===== src/rtl/s_axis_cc_adapt_x4_pkg.sv =====
// Shared PCIe adapter definitions: legacy 3-DW TLP header field offsets,
// UltraScale+ completer-completion descriptor offsets and completion type codes.
package s_axis_cc_adapt_x4_pkg;

    // Legacy header fields, as bit offsets within a 128-bit beat (DW0 in [31:0])
    localparam int LEG_LEN_LSB    = 0;
    localparam int LEG_ATTR_LSB   = 12;
    localparam int LEG_EP_BIT     = 14;
    localparam int LEG_TC_LSB     = 20;
    localparam int LEG_TYPE_LSB   = 24;
    localparam int LEG_FMT_LSB    = 29;
    localparam int LEG_BC_LSB     = 32;
    localparam int LEG_STATUS_LSB = 45;
    localparam int LEG_CPL_ID_LSB = 48;
    localparam int LEG_LADDR_LSB  = 64;
    localparam int LEG_TAG_LSB    = 72;
    localparam int LEG_REQ_ID_LSB = 80;

    // Completer-completion descriptor fields
    localparam int CC_LADDR_LSB   = 0;
    localparam int CC_AT_LSB      = 8;
    localparam int CC_BC_LSB      = 16;
    localparam int CC_LOCKED_BIT  = 29;
    localparam int CC_DWCNT_LSB   = 32;
    localparam int CC_STATUS_LSB  = 43;
    localparam int CC_POISON_BIT  = 46;
    localparam int CC_REQ_ID_LSB  = 48;
    localparam int CC_TAG_LSB     = 64;
    localparam int CC_CPL_ID_LSB  = 72;
    localparam int CC_TC_LSB      = 89;
    localparam int CC_ATTR_LSB    = 92;

    typedef enum logic [7:0] {
        FT_CPL     = 8'h0A,
        FT_CPLD    = 8'h4A,
        FT_CPL_LK  = 8'h0B,
        FT_CPLD_LK = 8'h4B
    } cpl_fmt_type_e;

    localparam logic [4:0] TYPE_LOCKED = 5'b01011;

    function automatic logic [2:0] dw_popcount(input logic [3:0] k);
        return {2'b00, k[0]} + {2'b00, k[1]} + {2'b00, k[2]} + {2'b00, k[3]};
    endfunction

endpackage


===== src/rtl/pcie_axis_skid.sv =====
// Generic 2-entry AXI-stream register slice: an output register plus one spare
// entry, with a registered upstream ready.
module pcie_axis_skid #(
    parameter int WIDTH = 166
) (
    input  logic             user_clk,
    input  logic             user_reset,
    input  logic [WIDTH-1:0] in_data,
    input  logic             in_valid,
    output logic             in_ready,
    output logic [WIDTH-1:0] out_data,
    output logic             out_valid,
    input  logic             out_ready
);

    logic             ready_q, out_valid_q, spare_valid_q;
    logic             out_valid_n, spare_valid_n, accept;
    logic [WIDTH-1:0] out_data_q, spare_data_q, out_data_n, spare_data_n;

    // Spare entry is only ever filled while the output register is stalled
    always_comb begin
        out_valid_n   = out_valid_q;
        out_data_n    = out_data_q;
        spare_valid_n = spare_valid_q;
        spare_data_n  = spare_data_q;
        accept        = in_valid && ready_q;
        if (!out_valid_q || out_ready) begin
            if (spare_valid_q) begin
                out_valid_n   = 1'b1;
                out_data_n    = spare_data_q;
                spare_valid_n = 1'b0;
            end else if (accept) begin
                out_valid_n = 1'b1;
                out_data_n  = in_data;
            end else begin
                out_valid_n = 1'b0;
            end
        end else if (accept) begin
            spare_valid_n = 1'b1;
            spare_data_n  = in_data;
        end
    end

    always_ff @(posedge user_clk) begin
        if (user_reset) begin
            ready_q       <= 1'b0;
            out_valid_q   <= 1'b0;
            spare_valid_q <= 1'b0;
            out_data_q    <= '0;
            spare_data_q  <= '0;
        end else begin
            ready_q       <= !spare_valid_n;
            out_valid_q   <= out_valid_n;
            spare_valid_q <= spare_valid_n;
            out_data_q    <= out_data_n;
            spare_data_q  <= spare_data_n;
        end
    end

    assign in_ready  = ready_q;
    assign out_data  = out_data_q;
    assign out_valid = out_valid_q;

endmodule


===== src/rtl/s_axis_cc_adapt_x4.sv =====
// Legacy 128-bit completion TLP to UltraScale+ s_axis_cc adapter: rewrites the
// header beat into a CC descriptor, checks the payload length, and skid-buffers the output.
module s_axis_cc_adapt_x4
    import s_axis_cc_adapt_x4_pkg::*;
#(
    parameter int DATA_WIDTH = 128,
    parameter int KEEP_WIDTH = DATA_WIDTH / 8
) (
    input  logic                  user_clk,
    input  logic                  user_reset,
    input  logic [DATA_WIDTH-1:0] s_axis_cc_tdata,
    input  logic [KEEP_WIDTH-1:0] s_axis_cc_tkeep,
    input  logic                  s_axis_cc_tlast,
    input  logic [3:0]            s_axis_cc_tuser,
    input  logic                  s_axis_cc_tvalid,
    output logic [3:0]            s_axis_cc_tready,
    output logic [DATA_WIDTH-1:0] s_axis_cc_tdata_a,
    output logic [3:0]            s_axis_cc_tkeep_a,
    output logic                  s_axis_cc_tlast_a,
    output logic [32:0]           s_axis_cc_tuser_a,
    output logic                  s_axis_cc_tvalid_a,
    input  logic [3:0]            s_axis_cc_tready_a
);

    localparam int PAYLOAD_W = DATA_WIDTH + 4 + 1 + 33;

    logic                  in_pkt, ready, accept, overrun, mismatch, discontinue;
    logic [3:0]            keep_a;
    logic [2:0]            keep_pop;
    logic [9:0]            len;
    logic [12:0]           byte_count;
    logic [10:0]           remaining, remaining_next, dword_count, base_count, data_dw;
    logic [DATA_WIDTH-1:0] hdr_data, beat_data;
    logic [PAYLOAD_W-1:0]  in_payload, out_payload;
    logic                  unused_inputs;

    always_comb begin
        for (int i = 0; i < 4; i++) begin
            keep_a[i] = s_axis_cc_tkeep[4*i];
        end
    end

    assign keep_pop    = dw_popcount(keep_a);
    assign len         = s_axis_cc_tdata[LEG_LEN_LSB +: 10];
    assign dword_count = !s_axis_cc_tdata[LEG_FMT_LSB+1] ? 11'd0 :
                         (len == 10'd0) ? 11'd1024 : {1'b0, len};
    assign byte_count  = (s_axis_cc_tdata[LEG_BC_LSB +: 12] == 12'd0) ? 13'd4096 :
                         {1'b0, s_axis_cc_tdata[LEG_BC_LSB +: 12]};

    always_comb begin
        hdr_data                        = '0;
        hdr_data[CC_LADDR_LSB +: 7]     = s_axis_cc_tdata[LEG_LADDR_LSB +: 7];
        hdr_data[CC_AT_LSB +: 2]        = 2'b00;
        hdr_data[CC_BC_LSB +: 13]       = byte_count;
        hdr_data[CC_LOCKED_BIT]         = (s_axis_cc_tdata[LEG_TYPE_LSB +: 5] == TYPE_LOCKED);
        hdr_data[CC_DWCNT_LSB +: 11]    = dword_count;
        hdr_data[CC_STATUS_LSB +: 3]    = s_axis_cc_tdata[LEG_STATUS_LSB +: 3];
        hdr_data[CC_POISON_BIT]         = s_axis_cc_tdata[LEG_EP_BIT];
        hdr_data[CC_REQ_ID_LSB +: 16]   = s_axis_cc_tdata[LEG_REQ_ID_LSB +: 16];
        hdr_data[CC_TAG_LSB +: 8]       = s_axis_cc_tdata[LEG_TAG_LSB +: 8];
        hdr_data[CC_CPL_ID_LSB +: 16]   = s_axis_cc_tdata[LEG_CPL_ID_LSB +: 16];
        hdr_data[CC_TC_LSB +: 3]        = s_axis_cc_tdata[LEG_TC_LSB +: 3];
        hdr_data[CC_ATTR_LSB +: 3]      = {1'b0, s_axis_cc_tdata[LEG_ATTR_LSB +: 2]};
        hdr_data[DATA_WIDTH-1:96]       = s_axis_cc_tdata[DATA_WIDTH-1:96];
    end

    // The header beat carries three header DWs, so only keep beyond those counts as payload
    always_comb begin
        if (in_pkt) begin
            base_count = remaining;
            data_dw    = {8'd0, keep_pop};
        end else begin
            base_count = dword_count;
            data_dw    = (keep_pop > 3'd3) ? {8'd0, keep_pop - 3'd3} : 11'd0;
        end
        overrun        = data_dw > base_count;
        remaining_next = overrun ? 11'd0 : base_count - data_dw;
        mismatch       = overrun || (remaining_next != 11'd0);
    end

    assign discontinue = s_axis_cc_tuser[3] | (s_axis_cc_tlast & mismatch);
    assign beat_data   = in_pkt ? s_axis_cc_tdata : hdr_data;
    assign in_payload  = {beat_data, keep_a, s_axis_cc_tlast, 32'd0, discontinue};
    assign accept      = s_axis_cc_tvalid & ready;

    always_ff @(posedge user_clk) begin
        if (user_reset) begin
            in_pkt    <= 1'b0;
            remaining <= 11'd0;
        end else if (accept) begin
            in_pkt    <= !s_axis_cc_tlast;
            remaining <= remaining_next;
        end
    end

    pcie_axis_skid #(
        .WIDTH(PAYLOAD_W)
    ) u_skid (
        .user_clk  (user_clk),
        .user_reset(user_reset),
        .in_data   (in_payload),
        .in_valid  (s_axis_cc_tvalid),
        .in_ready  (ready),
        .out_data  (out_payload),
        .out_valid (s_axis_cc_tvalid_a),
        .out_ready (s_axis_cc_tready_a[0])
    );

    assign {s_axis_cc_tdata_a, s_axis_cc_tkeep_a, s_axis_cc_tlast_a, s_axis_cc_tuser_a} = out_payload;
    assign s_axis_cc_tready = {4{ready}};

    assign unused_inputs = ^{s_axis_cc_tuser[2:0], s_axis_cc_tready_a[3:1],
                             s_axis_cc_tkeep[15:13], s_axis_cc_tkeep[11:9],
                             s_axis_cc_tkeep[7:5], s_axis_cc_tkeep[3:1]};

endmodule


===== config.mk =====
export PLATFORM = sky130hd
export DESIGN_NAME = s_axis_cc_adapt_x4
export DESIGN_NICKNAME = d
export VERILOG_FILES = /design/src/rtl/s_axis_cc_adapt_x4_pkg.sv /design/src/rtl/pcie_axis_skid.sv /design/src/rtl/s_axis_cc_adapt_x4.sv
export SDC_FILE = /design/constraint.sdc
export NUM_CORES = 1
export LEC_CHECK = 0
export ABC_CLOCK_PERIOD_IN_PS = 8500
export BUFFER_PORTS_ARGS = -buffer_cell sky130_fd_sc_hd__buf_2
export CAP_MARGIN = 20
export CORE_MARGIN = 5
export CORE_UTILIZATION = 50
export CTS_CLUSTER_DIAMETER = 150
export DETAILED_ROUTE_END_ITERATION = 6
export PLACE_DENSITY_LB_ADDON = 0.25
export RECOVER_POWER = 25
export SKIP_CTS_REPAIR_TIMING = 1
export SYNTH_ARGS = -nofsm -noshare
export SYNTH_HDL_FRONTEND = slang
export SYNTH_SLANG_ARGS = --single-unit

===== constraint.sdc =====
create_clock -name user_clk -period 8.5 [get_ports user_clk]
set_clock_uncertainty 0.05 [all_clocks]
set_input_delay 0.425 -clock user_clk [delete_from_list [all_inputs] [get_ports user_clk]]
set_output_delay 0.425 -clock user_clk [all_outputs]
set_load 0.01 [all_outputs]

# --- Word level (Yosys, flattened, before mapping) ---
# Cells that the tools add are included.
word_totals:
  output_inout_bits: 171
  reg_bits: 315
  wordCells: 45
  input_bits: 156
classes:
  n_addsub: 5
  bitwise_logic: 4
  magnitude_cmp: 2
  mux: 14
  n_reduce_logical: 12
  n_eq_ne: 1
ops:
  columns: ["operator", "count"]
  rows:
  - ["166-bit 2-to-1 mux", 2]
  - ["96-bit 2-to-1 mux", 1]
  - ["11-bit 2-to-1 mux", 4]
  - ["13-bit 2-to-1 mux", 1]
  - ["12-bit logical NOT", 1]
  - ["11-bit greater-than comparator", 1]
  - ["11-bit nonzero test", 1]
  - ["11-bit subtractor", 1]
  - ["10-bit logical NOT", 1]
  - ["3-bit 2-to-1 mux", 2]
  - ["5-bit by 4-bit equality test with 1-bit output, second input constant", 1]
  - ["1-bit 2-to-1 mux", 4]
  - ["2-bit AND reduction", 2]
  - ["2-bit by 1-bit adder with 3-bit output", 1]
  - ["3-bit by 1-bit adder with 3-bit output", 1]
  - ["3-bit by 2-bit greater-than comparator with 1-bit output, second input constant", 1]
  - ["1-bit logical NOT", 3]
  - ["3-bit by 2-bit subtractor with 3-bit output, second input constant", 1]
  - ["1-bit by 1-bit adder with 2-bit output", 1]
  - ["1-bit AND", 2]
  - ["1-bit logical OR", 2]
  - ["2-bit nonzero test", 1]
  - ["1-bit logical AND", 1]
  - ["1-bit NOT", 1]
  - ["1-bit OR", 1]

# --- Longest topological paths before layout ---
# Gate-level depths: netlist of run 1.
logic_depth:
  depth_word: 14
  depth_mapped: 16

# --- Cells and area by module ---
# Synthesis of run 1 repeated with hierarchy kept, for this count alone.
unflattened:
  cells_unflattened: 1751
  hier_area_um2: 16241.8
modules_own_cells:
  columns: ["mod", "instances", "area_each_um2", "cells_per_inst"]
  rows:
  - ["pcie_axis_skid", 1, 14031.0, 1490]
  - ["s_axis_cc_adapt_x4", 1, 2210.9, 261]

# --- Worst setup path before layout of run 1 ---
# Ideal clock, no wire load.
synth_timing:
  path_type: "in2reg"
  startpoint: "input port s_axis_cc_tkeep[0]"
  endpoint: "register u_skid.spare_data_q[0]"
  cell_stages: 14
  slack_ns: 4.930
  path_buffers: 0
  t_arrival_ns: 3.404
  required_ns: 8.334
  cell_sequence: "fa_1 > ha_1 > inv_1 > fa_1 > o21a_1 > inv_1 > fa_1 > nand2b_1 > nand3_4 > nor3_4 > xnor2_1 > nor4b_2 > nand3_1 > a31o_1"
synth_between:
  elab_chain_len: 12
  elab_cells_between_ends: 14
  classes_between: "add/sub (5); order compare (2); mux (3); bitwise (2); reduce/logical (2)"
synth_rtl:
  columns: ["element", "line", "source"]
  rows:
  - ["start: declaration", "s_axis_cc_adapt_x4.sv:12", "input logic [KEEP_WIDTH-1:0] s_axis_cc_tkeep,"]
  - ["1-bit by 1-bit adder with 2-bit output (*)", "s_axis_cc_adapt_x4_pkg.sv:43", "return {2'b00, k[0]} + {2'b00, k[1]} + {2'b00, k[2]} + {2'b00, k[3]};"]
  - ["2-bit by 1-bit adder with 3-bit output (*)", "s_axis_cc_adapt_x4_pkg.sv:43", null]
  - ["3-bit by 1-bit adder with 3-bit output (*)", "s_axis_cc_adapt_x4_pkg.sv:43", null]
  - ["3-bit by 2-bit subtractor with 3-bit output / 3-bit by 2-bit greater-than comparator with 1-bit output (equally long branches)", "s_axis_cc_adapt_x4.sv:74", "data_dw = (keep_pop > 3'd3) ? {8'd0, keep_pop - 3'd3} : 11'd0;"]
  - ["3-bit 2-to-1 mux", "s_axis_cc_adapt_x4.sv:74", null]
  - ["3-bit 2-to-1 mux (*)", "s_axis_cc_adapt_x4.sv:69", "if (in_pkt) begin"]
  - ["11-bit subtractor / 11-bit greater-than comparator (equally long branches)", "s_axis_cc_adapt_x4.sv:77, s_axis_cc_adapt_x4.sv:76", null]
  - ["11-bit 2-to-1 mux", "s_axis_cc_adapt_x4.sv:77", "remaining_next = overrun ? 11'd0 : base_count - data_dw;"]
  - ["11-bit nonzero test", "s_axis_cc_adapt_x4.sv:78", "mismatch = overrun || (remaining_next != 11'd0);"]
  - ["1-bit logical OR (*)", "s_axis_cc_adapt_x4.sv:78", null]
  - ["1-bit AND (*)", "s_axis_cc_adapt_x4.sv:81", "assign discontinue = s_axis_cc_tuser[3] | (s_axis_cc_tlast & mismatch);"]
  - ["1-bit OR (*)", "s_axis_cc_adapt_x4.sv:81", null]
  - ["end signal: assignment", "pcie_axis_skid.sv:56", "spare_data_q <= spare_data_n;"]
  - ["end: declaration", "pcie_axis_skid.sv:18", "logic [WIDTH-1:0] out_data_q, spare_data_q, out_data_n, spare_data_n;"]
# Mark *: on every way between the ends. The rest lies on a longest branch, timed or not.
# A chain may end at the register's enable or synchronous reset.

# --- Worst setup path in the final report of run 1 ---
layout_timing:
  startpoint: "register in_pkt"
  endpoint: "register remaining[2]"
layout_between:
  elab_chain_len: 3
  elab_cells_between_ends: 5
  classes_between: "add/sub (1); order compare (1); mux (3)"
layout_rtl:
  columns: ["element", "line", "source"]
  rows:
  - ["start: declaration", "s_axis_cc_adapt_x4.sv:27", "logic in_pkt, ready, accept, overrun, mismatch, discontinue;"]
  - ["start signal: assignment", "s_axis_cc_adapt_x4.sv:91", "in_pkt <= !s_axis_cc_tlast;"]
  - ["11-bit 2-to-1 mux / 3-bit 2-to-1 mux (equally long branches)", "s_axis_cc_adapt_x4.sv:69", null]
  - ["11-bit subtractor / 11-bit greater-than comparator (equally long branches)", "s_axis_cc_adapt_x4.sv:77, s_axis_cc_adapt_x4.sv:76", null]
  - ["11-bit 2-to-1 mux (*)", "s_axis_cc_adapt_x4.sv:77", null]
  - ["end signal: assignment", "s_axis_cc_adapt_x4.sv:92", "remaining <= remaining_next;"]
  - ["end: declaration", "s_axis_cc_adapt_x4.sv:32", "logic [10:0] remaining, remaining_next, dword_count, base_count, data_dw;"]
# Marked as above.

==> results of run 1 <==
[worst max-delay path: cells and delay by family (launching register included)]
kind | cells | cell delay [ns]
flops | 1 | 0.60
buf+inv | 2 | 1.38
compound gates | 3 | 0.59
fa+ha+maj | 1 | 0.27
simple gates | 5 | 1.09
[path summary, 6_finish.rpt]
kind | to | cells past startpoint | slack (ns)
hold / removal | in_pkt$_SDFFE_PP0P_ | 2 | 0.06
setup / recovery | remaining[2]$_SDFFE_PP0P_ | 11 | 4.31
setup reg to reg | remaining[2]$_SDFFE_PP0P_ | 11 | 4.31
hold reg to reg | u_skid.out_data[91]$_SDFFE_PP0P_ | 2 | 0.40
[cell type report]
class	count	area [µm²]	share of cell area (%)
inverter	7	26.3	0.176
clock buffer	41	841	5.63
antenna	1	2.50	0.0168
tap	330	413	2.76
multi-input combinational	1170	6430	43.1
clock inverter	12	139	0.930
timing repair buffer	290	1410	9.41
sequential	283	5670	38.0
[power by group]
group / leakage (nW) / total (mW) / switching [mW] / internal [mW]
Clock: 0.492 / 1.30 / 0.526 / 0.777
Combinational: 2.53 / 0.396 / 0.254 / 0.142
Sequential: 2.30 / 1.41 / 0.0308 / 1.38
Total: 5.33 / 3.11 / 0.811 / 2.30
[registers in the layout, indices dropped and copies added (netlist names)]
signal                cells
in_pkt                    1
remaining                11
u_skid.in_ready           1
u_skid.out_data         134
u_skid.out_valid          1
u_skid.spare_data_q     134
u_skid.spare_valid_q      1
[through the flow]
step | hold WS, ns | std cells | area, µm² | power (mW)
CTS | 0.0384 | 2132 | 15000 | 3.14
finish | 0.0642 | 2134 | 14900 | 3.11
detailed placement | 0.391 | 2079 | 14100 | 1.84
global route | 0.0572 | 2133 | 14900 | 3.24
global placement | 0.386 | 2078 | 14000 | 1.83
floorplan | 0.382 | 1631 | 12900 | 1.70
[Yosys cell counts (all sizes together) (4+ instances only)]
master,n
ha,7
mux2i,107
clkbuf,86
inv,7
nand2,366
a21oi,145
nor4,6
a211oi,134
o21ai,90
buf,85
nand2b,7
nor2,171
and2,4
nor3,22
nand3,23
xnor2,6
a22oi,14
dfxtp,283
[layer usage]
layer  up-vias  wire [µm]
li1       5788          -
met1      5382      16200
met2       373      16500
met3        50       2840
met4         2        790
met5         -         13
[logic make-up (layout without fill, tap and decap cells)]
| family | count (synthesis) | in the layout | synth area share, % |
|---|---|---|---|
| compound gates | 403 | 403 | 19.5 |
| flops | 283 | 283 | 44.2 |
| other cells | 1 | 33 | 0.0292 |
| fa+ha+maj | 10 | 10 | 1.15 |
| mux | 107 | 107 | 8.35 |
| buf+inv | 178 | 350 | 6.82 |
| xor+xnor | 7 | 7 | 0.478 |
| simple gates | 611 | 611 | 19.5 |
==> results summary, run 1 <==
The overall die width came out at 170 µm. Counting flops with an async set or reset pin after synthesis yields a share of 0%. The congestion estimate from routability-driven global placement came to between 0.9 and 1. The type of element capturing the critical path is a flip-flop. The path class of the tightest hold or removal check is input pin to flip-flop. Cells with a size suffix above 1 make up 14.1% of the layout. The overall track demand over capacity in global routing is 23.7%. CTS placed an instance of sky130_fd_sc_hd__clkbuf_16 at the clock tree root.

In the layout the commonest cells are sky130_fd_sc_hd__nand2_1, sky130_fd_sc_hd__dfxtp_1, sky130_fd_sc_hd__buf_2. Counting the buffers created by CTS gives 29. The die outline height came out at 170 µm.

Setup violations remaining at the end of the flow were counted as 0. Port buffering added 276 buffers. Setup slack on the critical path of the routed design comes to roughly 4.3 ns. The source of the critical timing path is in_pkt$_SDFFE_PP0P_. STA puts the critical path data required time at 8.86 ns. The worst hold path begins at s_axis_cc_tlast. Dividing the detail-routed via count by the number of cells gives 5.43. VDD sags by at most 155 µV. The utilization of the core after routing is between 50% and 60%. The final routed wirelength across all metal layers is approximately 36 mm. The highest net fanout along the worst path came out at 55. The area of the die came out at approximately 29000 µm². The synthesized design spends more area on one cell type than any other, namely sky130_fd_sc_hd__dfxtp_1. During I/O placement, the number of pins put on the boundary was 327. The analysis attributes to cell leakage a power of between 5 and 6 nW.

The flip-flop and latch count after synthesis is 283. The number of nets with antenna violations after detailed routing is 0. The layer flagged by global routing as most heavily used is met2. The count of pins over their slew limit is 0. The power per cell area is between 200 and 250 nW/µm².

The peak per-stage delay on the critical path came out at 0.72 ns. The number of global-route vias before repair is 10600. The number of flops mapped to enable cells by yosys came out at 0. The total area inside the core boundary comes to 25300 µm².

The top achievable clock speed is 239 MHz. The area overhead of the layout relative to synthesis is 16.4%. The count of maximum capacitance violations came out at 0.

The number of antenna violations at the first check in global routing came out at 1. The most used flip-flop cell after synthesis is sky130_fd_sc_hd__dfxtp_1. The total via count after detailed routing came out at approximately 12000. In this run the critical register-to-register path is launched from in_pkt$_SDFFE_PP0P_.

Among all stages on the critical path, the largest delay is contributed by sky130_fd_sc_hd__buf_4. In this run the cell area of the synthesized design comes to 12800 µm². The register area share after synthesis came out at around 44%. The maximum number of pins on one net before global-route repair is 151. The total count of hold-check failures in the final report came to 0. The starting density of the core is 50.8%. The global routing met3 resource utilization came out at 5.30%. The average detailed-routed wire length per instance came out at ~17 µm. The area fraction of the dominant cell type after synthesis is 44.2%. Summed over all failing endpoints, the final setup total negative slack is 0 ns.

In the routed design, unresolved DRC markers number 0. The met1 routing resource usage after global routing came out at around a third. The share of the clock period used by the worst path came out at 49.3%. The warning count from the yosys run is 0. The global-route wire length before repair is 56.8 mm.

The half-perimeter wire length of the detailed placement result came out at 24.1 mm. The maximum count of clock buffers along a single path came out at 3. The total number of placement rows came out at 58. The worst path needs 4.19 ns of the cycle, external delays included. The average cell area after synthesis came out at roughly 8.0 µm². The filler cell count in the final layout came out at ~2400. The pre-CTS setup slack is 4.35 ns.

The number of detailed-routing iterations run before antenna repair is 5. The most common library cell in the layout ignoring fill and taps is sky130_fd_sc_hd__nand2_1. The total number of nets in the final design came out at 1947. Walking the worst path, the cells encountered are buf_4 -> buf_4 -> a22o_1 -> ha_1 -> a21oi_1 -> nand2_1 -> nor3_2 -> nand4_2 -> and2_4 -> a32oi_1 -> nor2_1. Synthesis produced between 1500 and 2000 cells. For this block, the initial DRC count from the detailed router was between 900 and 1000.

The critical path in this run is classified as flip-flop to flip-flop. The flow ran to the end, and the final reports show no timing, DRC or antenna violations. The headroom to the max-slew limit is 33.6%.

The clock insertion delay at the later pin of the skew report came out at 0.55 ns. After clock tree synthesis, the clock-pin slew on the worst setup and hold paths is 0.06 ns. By instance count, the cell type seen most on the critical path is sky130_fd_sc_hd__buf_4. In the post-synthesis netlist, the biggest area contributors are sky130_fd_sc_hd__dfxtp_1, sky130_fd_sc_hd__nand2_1, sky130_fd_sc_hd__mux2i_1. In this run, distinct cell masters in the synthesized netlist total 58. The arrival time of data at the critical path endpoint came out at 4.54 ns. The transition at the pin with the smallest max-transition slack came out at a little under 1 ns. Setup repair after global routing left no endpoint under its margin.

The clock tree from TritonCTS is built. STA classifies the critical path startpoint as a flip-flop. The number of clock sinks came out at 283. The remaining global-route overflow is 0.

CTS built an H-tree with a depth of 1. The met2 track utilization from global routing is 37.2%.
Power figures use the tool's default switching activity.
==> run 2, diff against run 1 <==
--- a/config.mk
+++ b/config.mk
@@ -5,7 +5,7 @@
 export SDC_FILE = /design/constraint.sdc
 export NUM_CORES = 1
 export LEC_CHECK = 0
-export ABC_CLOCK_PERIOD_IN_PS = 8500
+export ABC_CLOCK_PERIOD_IN_PS = 4300
 export BUFFER_PORTS_ARGS = -buffer_cell sky130_fd_sc_hd__buf_2
 export CAP_MARGIN = 20
 export CORE_MARGIN = 5
==> constraint.sdc (replaced) <==
create_clock -name user_clk -period 4.3 [get_ports user_clk]
set_clock_uncertainty 0.05 [all_clocks]
set_input_delay 0.215 -clock user_clk [delete_from_list [all_inputs] [get_ports user_clk]]
set_output_delay 0.215 -clock user_clk [all_outputs]
set_load 0.01 [all_outputs]
==> run 2 against run 1 <==
Net effect:
- setup slack got worse by 3.8 ns
- via count grew 2.8%
- routed wire length is 3.6% higher
- combinational power is 110% higher
- the run now ends with DRC, hold timing left
- sequential power rose by 98%
- critical path depth up 5
- power rose by 110%
- register-to-register slack worse by 3.5 ns
==> results summary, run 2 (synthesis gave the netlist of run 1 again) <==
Setup repair after global routing left no endpoint under its margin. The tree is rooted in a sky130_fd_sc_hd__clkbuf_16. The routed layout has 11900 vias. The analysis attributes to cell leakage a power of about 5.6 nW. The total count of hold-check failures in the final report is 1. The number of detailed-routing iterations run before antenna repair came out at 7. The core region is 25300 µm². The die outline height is around 170 µm.

In the final timing run, aggregate negative setup slack is 0 ns. Among cell families on the critical path, the largest total delay comes from adder cells. The worst hold slack across all endpoints came out at -0.00356 ns. The post-detailed-route via-to-cell ratio is 5.43. The area overhead of the layout relative to synthesis is 22.1%. Counting along the longest clock path gives a buffer depth of 3. Based on the critical path, the design can be clocked at up to approximately 260 MHz. The total clock buffers created by CTS came out at 30. Dividing the final minimum period by the clock period gives between 80% and 90%. The starting density of the core is between 50% and 60%. TritonCTS built the clock tree. The total number of nets in the final design came out at 2005. The headroom to the max-slew limit is 27.3%. The power per cell area is 408 nW/µm². Dividing the detail-routed wire length by the instance count gives 17.2 µm. The count of pins over their slew limit is 0.

Routability-driven placement finished with a final weighted congestion of just under 0.9. The H-tree depth reported by CTS is 1. The global-route wire length before repair came out at slightly below 60 mm. The checks that failed: DRC, hold timing.

The library cell used most frequently in the layout, excluding fill and tap cells, is sky130_fd_sc_hd__nand2_1. The worst setup path is captured at a flip-flop. The clock period minus worst slack came out at 3.82 ns. Detailed placement ended at an HPWL of 24.9 mm. The arrival time of data at the critical path endpoint is around 4.2 ns. The number of antenna violations at the first check in global routing came to 2. Setup violations remaining at the end of the flow were counted as 0. The DRC marker count from the first detailed-route iteration came out at 1011.

The transition at the pin with the smallest max-transition slack is ~1.1 ns. The number of global-route vias before repair came out at 10700. The area of the die is 29000 µm². The later pin in the worst-skew pair is clocked with a latency of 0.55 ns. The worst-case IR drop observed on VDD is 431 µV.

The worst setup path is launched from an input pin. The number of clock sinks came out at 283. For this design, the slowest cell found on the critical path is sky130_fd_sc_hd__dlygate4sd3_1. The sum of buffers and inverters on the critical path is 4.

Walking the worst path, the cells encountered are dlygate4sd3_1 -> buf_2 -> fa_1 -> ha_1 -> inv_1 -> fa_1 -> o21a_1 -> inv_1 -> fa_1 -> nand2b_1 -> nand3_4 -> nor3_4 -> xnor2_1 -> nor4b_2 -> nand3_1 -> a31o_1. The number of top-level pins came out at 327. Row generation in the floorplan step produced slightly below 60 rows.

The count of maximum capacitance violations is 0. Summed over all layers, the routed wires come to approximately 38 mm. The highest net fanout along the worst path is 4. For this run, design rule violations remaining after detail routing come to 2. Among the stages of the critical path, the cell type that occurs most often is sky130_fd_sc_hd__fa_1. The worst path required time is 4.70 ns. The number of nets with antenna violations after detailed routing came out at 0. The remaining global-route overflow came out at 0. The worst setup path is of the input pin to flip-flop kind. The overall die width is ~170 µm. Of the cells placed in the final design, the portion with a size suffix greater than 1 is about 14%. After clock tree synthesis, the clock-pin slew on the worst setup and hold paths is 0.06 ns. In the layout the commonest cells are sky130_fd_sc_hd__nand2_1, sky130_fd_sc_hd__dfxtp_1, sky130_fd_sc_hd__buf_2.

The flow ran to the end, but the final reports show violations. The path category of the worst min-delay check is input pin to flip-flop. The number of port buffers is 276. The overall track demand over capacity in global routing is 24.1%. The peak per-stage delay on the critical path is between 0.5 and 0.6 ns. The utilization of the core after routing came out at 62.0%. The maximum number of pins on one net before global-route repair is 170.
[run 2: path summary, 6_finish.rpt]
kind / startpoint / endpoint / slack, ns / depth (start not counted)
setup / recovery: s_axis_cc_tkeep[0] / u_skid.spare_data_q[0]$_SDFFE_PP0P_ / 0.48 / 16
hold / removal: s_axis_cc_tdata[7] / u_skid.spare_data_q[45]$_SDFFE_PP0P_ / -0.004 / 3
setup reg to reg: in_pkt$_SDFFE_PP0P_ / u_skid.spare_data_q[0]$_SDFFE_PP0P_ / 0.82 / 11
hold reg to reg: u_skid.out_data[92]$_SDFFE_PP0P_ / u_skid.out_data[92]$_SDFFE_PP0P_ / 0.40 / 2
[run 2: layout make-up]
cell class,count,area (µm²)
Inverter,7,26.3
Clock buffer,48,940
Clock inverter,7,139
Timing Repair Buffer,347,2040
Tap cell,330,413
Multi-Input combinational cell,1170,6430
Fill cell,2318,9590
Sequential cell,283,5670
Antenna cell,2,5.00
[run 2: where the power goes]
| part | total, mW | leakage [nW] | internal (mW) | switching [mW] |
|---|---|---|---|---|
| Clock | 2.77 | 0.531 | 1.72 | 1.04 |
| Combinational | 0.838 | 2.80 | 0.320 | 0.518 |
| Sequential | 2.79 | 2.30 | 2.72 | 0.0628 |
| Total | 6.39 | 5.64 | 4.77 | 1.63 |
[run 2: worst register-to-register path, stage by stage (launching register included)]
cell and delay (ns):
sky130_fd_sc_hd__dfxtp_4 0.47, sky130_fd_sc_hd__and2b_1 0.75, sky130_fd_sc_hd__a22oi_1 0.16, sky130_fd_sc_hd__ha_1 0.26, sky130_fd_sc_hd__fa_1 0.39, sky130_fd_sc_hd__nand2b_1 0.25, sky130_fd_sc_hd__nand3_4 0.17, sky130_fd_sc_hd__nor3_4 0.06
sky130_fd_sc_hd__xnor2_1 0.16, sky130_fd_sc_hd__nor4b_2 0.26, sky130_fd_sc_hd__nand3_1 0.16, sky130_fd_sc_hd__a31o_1 0.24
[run 2: stage by stage]
| step | cell area (µm²) | instances | hold slack [ns] | setup slack (ns) | total power, mW |
|---|---|---|---|---|---|
| 2_1_floorplan | 12900 | 1631 | 0.261 | 0.940 | 3.36 |
| 3_5_place_dp | 14200 | 2085 | 0.393 | 0.489 | 3.65 |
| 5_1_grt | 15700 | 2193 | 0.00981 | 0.329 | 6.66 |
| 6_report | 15700 | 2194 | -0.00356 | 0.475 | 6.39 |
| 4_1_cts | 15200 | 2140 | -0.162 | 0.799 | 6.41 |
| 3_3_place_gp | 14100 | 2084 | 0.385 | 0.518 | 3.64 |
[run 2: per-layer routing]
metal  up-vias  global-route usage [%]  share of wire [%]
met1      5526                    34.6                 44
li1       5913                       -                  -
met2       407                    36.9                 45
met4         2                    6.56                2.8
met3        72                    4.95                7.6
met5         -                       0              0.035
==> run 3, diff against run 2 <==
--- a/config.mk
+++ b/config.mk
@@ -5,7 +5,7 @@
 export SDC_FILE = /design/constraint.sdc
 export NUM_CORES = 1
 export LEC_CHECK = 0
-export ABC_CLOCK_PERIOD_IN_PS = 4300
+export ABC_CLOCK_PERIOD_IN_PS = 4700
 export BUFFER_PORTS_ARGS = -buffer_cell sky130_fd_sc_hd__buf_2
 export CAP_MARGIN = 20
 export CORE_MARGIN = 5
==> constraint.sdc (replaced) <==
create_clock -name user_clk -period 4.7 [get_ports user_clk]
set_clock_uncertainty 0.05 [all_clocks]
set_input_delay 0.47 -clock user_clk [delete_from_list [all_inputs] [get_ports user_clk]]
set_output_delay 0.47 -clock user_clk [all_outputs]
set_load 0.01 [all_outputs]
==> run 3 against run 2 <==
Net effect:
- the run ends with capacitance limit, slew limit left
- largest power group unchanged
- setup slack improved by 0.65 ns
- cell area fell by 4.5%
- global-route usage fell by 0.18 points
- register-to-register slack improved by 0.30 ns
==> results summary, run 3 (synthesis gave the netlist of run 1 again) <==
The maximum number of pins on one net before global-route repair came out at 171. The headroom to the max-slew limit came out at -110%. The worst path required time is ~5.1 ns. The total clock buffers created by CTS came out at 30.

Measured along the y axis, the die boundary spans 170 µm. The post-detailed-route via-to-cell ratio came out at 5.48. After floorplanning, the core was sized to cover ~25000 µm². The clock insertion delay at the later pin of the skew report came out at 0.54 ns. In this run the worst path has a maximum fanout of 43. The maximum count of clock buffers along a single path is 3. After detailed routing, the number of remaining DRC violations is 0.

The H-tree depth reported by CTS is 1. Once layout is done, the placed cells without fillers occupy 15000 µm². The run finished, with violations left. The area overhead of the layout relative to synthesis is 16.6%. Data on the critical path arrives at its endpoint at 3.96 ns. The total via count after detailed routing came out at between 10000 and 15000. The tightest min-delay check is of the input pin to flip-flop type.

The number of antenna violations at the first check in global routing came out at 1. Traced cell by cell, the critical path runs through and2b_1 -> a22oi_1 -> ha_1 -> fa_1 -> nand2b_1 -> nand3_4 -> nor3_4 -> xnor2_1 -> nor4b_2 -> nand3_1 -> a31o_1. The library cell used most frequently in the layout, excluding fill and tap cells, is sky130_fd_sc_hd__nand2_1. STA classifies the critical path endpoint as a flip-flop.

The transition at the pin with the smallest max-transition slack came out at 3.14 ns. The setup total negative slack is 0 ns. The utilization of the core after routing came out at 59.2%. The top achievable clock speed came out at roughly 280 MHz.

The worst hold slack across all endpoints is ~0.11 ns. The total number of placement rows came out at 58. The number of port buffers came out at 276. Counting I/O delays and the setup requirement, the final critical path takes 3.58 ns. The number of nets with antenna violations after detailed routing is 0. STA classifies the critical path startpoint as a flip-flop. The fraction of layout instances using a drive strength above 1 came out at 14.2%. The overall die width is ~170 µm. The DRC marker count from the first detailed-route iteration came out at 1029. The count of maximum capacitance violations came out at 1. The overall track demand over capacity in global routing came out at 23.9%. The final routed wirelength across all metal layers came out at 36.7 mm. The power per cell area is between 300 and 400 nW/µm². The half-perimeter wire length of the detailed placement result came out at 24.3 mm.

The count of pins over their slew limit is ~150. The root buffer cell chosen for the clock tree is sky130_fd_sc_hd__clkbuf_16. The cell with the biggest individual delay on the critical path is sky130_fd_sc_hd__and2b_1.

The checks that failed: capacitance limit, slew limit. The share of the clock period used by the worst path came out at 76.1%. The library cells used most frequently in the layout, excluding fill and tap cells, are sky130_fd_sc_hd__nand2_1, sky130_fd_sc_hd__dfxtp_1, sky130_fd_sc_hd__buf_2. Setup violations remaining at the end of the flow were counted as 0.

The number of top-level pins is approximately 330. The leakage component of the power came out at 5.33 nW. The area of the die came out at between 20000 and 30000 µm². The number of clock sinks is 283. The worst IR drop on VDD came out at 303 µV.

At the end of routability-driven placement, the weighted congestion stood at between 0.9 and 1. The post-route total power is 5.65 mW. The total count of hold-check failures in the final report came to 0.

The first global-routing pass estimated 57.3 mm of wire. The number of detailed-routing iterations run before antenna repair came out at 7. Setup repair after global routing left no endpoint under its margin. The remaining global-route overflow came out at 0. The worst setup path is of the flip-flop to flip-flop kind. The area of placed instances came out at 14100 µm². After detailed routing, the average wire length per cell comes to between 15 and 20 µm. For this configuration, the core starts out at a cell density of 50.8%. The total number of nets in the final design is 1948. The clock tree from TritonCTS is built. The number of global-route vias before repair came to approximately 11000. Clock-pin slew was measured on the worst setup and hold paths at 0.06 ns. The peak per-stage delay on the critical path is between 0.7 and 0.8 ns.
[run 3: cell types whose count changed in the layout (fill, tap and decap cells not counted), moves of 3 or more]
cell / before / now
sky130_fd_sc_hd__dlygate4sd3_1: 49 / 0
sky130_fd_sc_hd__buf_4: 13 / 10
sky130_fd_sc_hd__clkbuf_1: 112 / 109
sky130_fd_sc_hd__clkinv_2: 2 / 5
[run 3: critical path: cells and delay by family, from the launching register on]
kind / cells / cell delay, ns
simple gates: 6 / 1.66
flops: 1 / 0.50
compound gates: 2 / 0.41
fa+ha+maj: 2 / 0.67
xor+xnor: 1 / 0.16
[run 3: final timing paths]
path	endpoint	depth (start not counted)	slack (ns)	from
worst min-delay path	in_pkt$_SDFFE_PP0P_	2	0.11	s_axis_cc_tlast
worst max-delay path	u_skid.spare_data_q[0]$_SDFFE_PP0P_	11	1.12	in_pkt$_SDFFE_PP0P_
worst max register to register	u_skid.spare_data_q[0]$_SDFFE_PP0P_	11	1.12	in_pkt$_SDFFE_PP0P_
worst min register to register	u_skid.out_data[65]$_SDFFE_PP0P_	2	0.40	u_skid.out_data[65]$_SDFFE_PP0P_
[run 3: final cells by class]
cell class,instances,area (µm²)
Tap cell,330,413
Antenna cell,2,5.00
Timing Repair Buffer,290,1410
Fill cell,2427,10300
Clock inverter,9,100
Multi-Input combinational cell,1170,6430
Inverter,7,26.3
Sequential cell,283,5670
Clock buffer,44,905
[run 3: power by group]
group          total (mW)  leakage [nW]  internal (mW)  switching, mW
Sequential           2.55          2.30           2.49         0.0595
Combinational       0.718          2.53          0.259          0.459
Clock                2.38         0.494           1.43          0.946
Total                5.65          5.33           4.18           1.46
[run 3: routing by layer]
metal,global-route usage [%],vias to the layer above,part of all wire (%)
met5,0,-,0.019
met4,6.32,2,2.1
met3,5.20,58,8.3
met2,37.4,397,46
met1,33.6,5439,44
li1,-,5794,-
[run 3: per-stage QoR]
stage | std cells | setup WS [ns]
2_1_floorplan | 1631 | 1.09
3_3_place_gp | 2079 | 0.704
3_5_place_dp | 2079 | 0.628
4_1_cts | 2132 | 1.13
5_1_grt | 2133 | 0.888
6_report | 2135 | 1.12
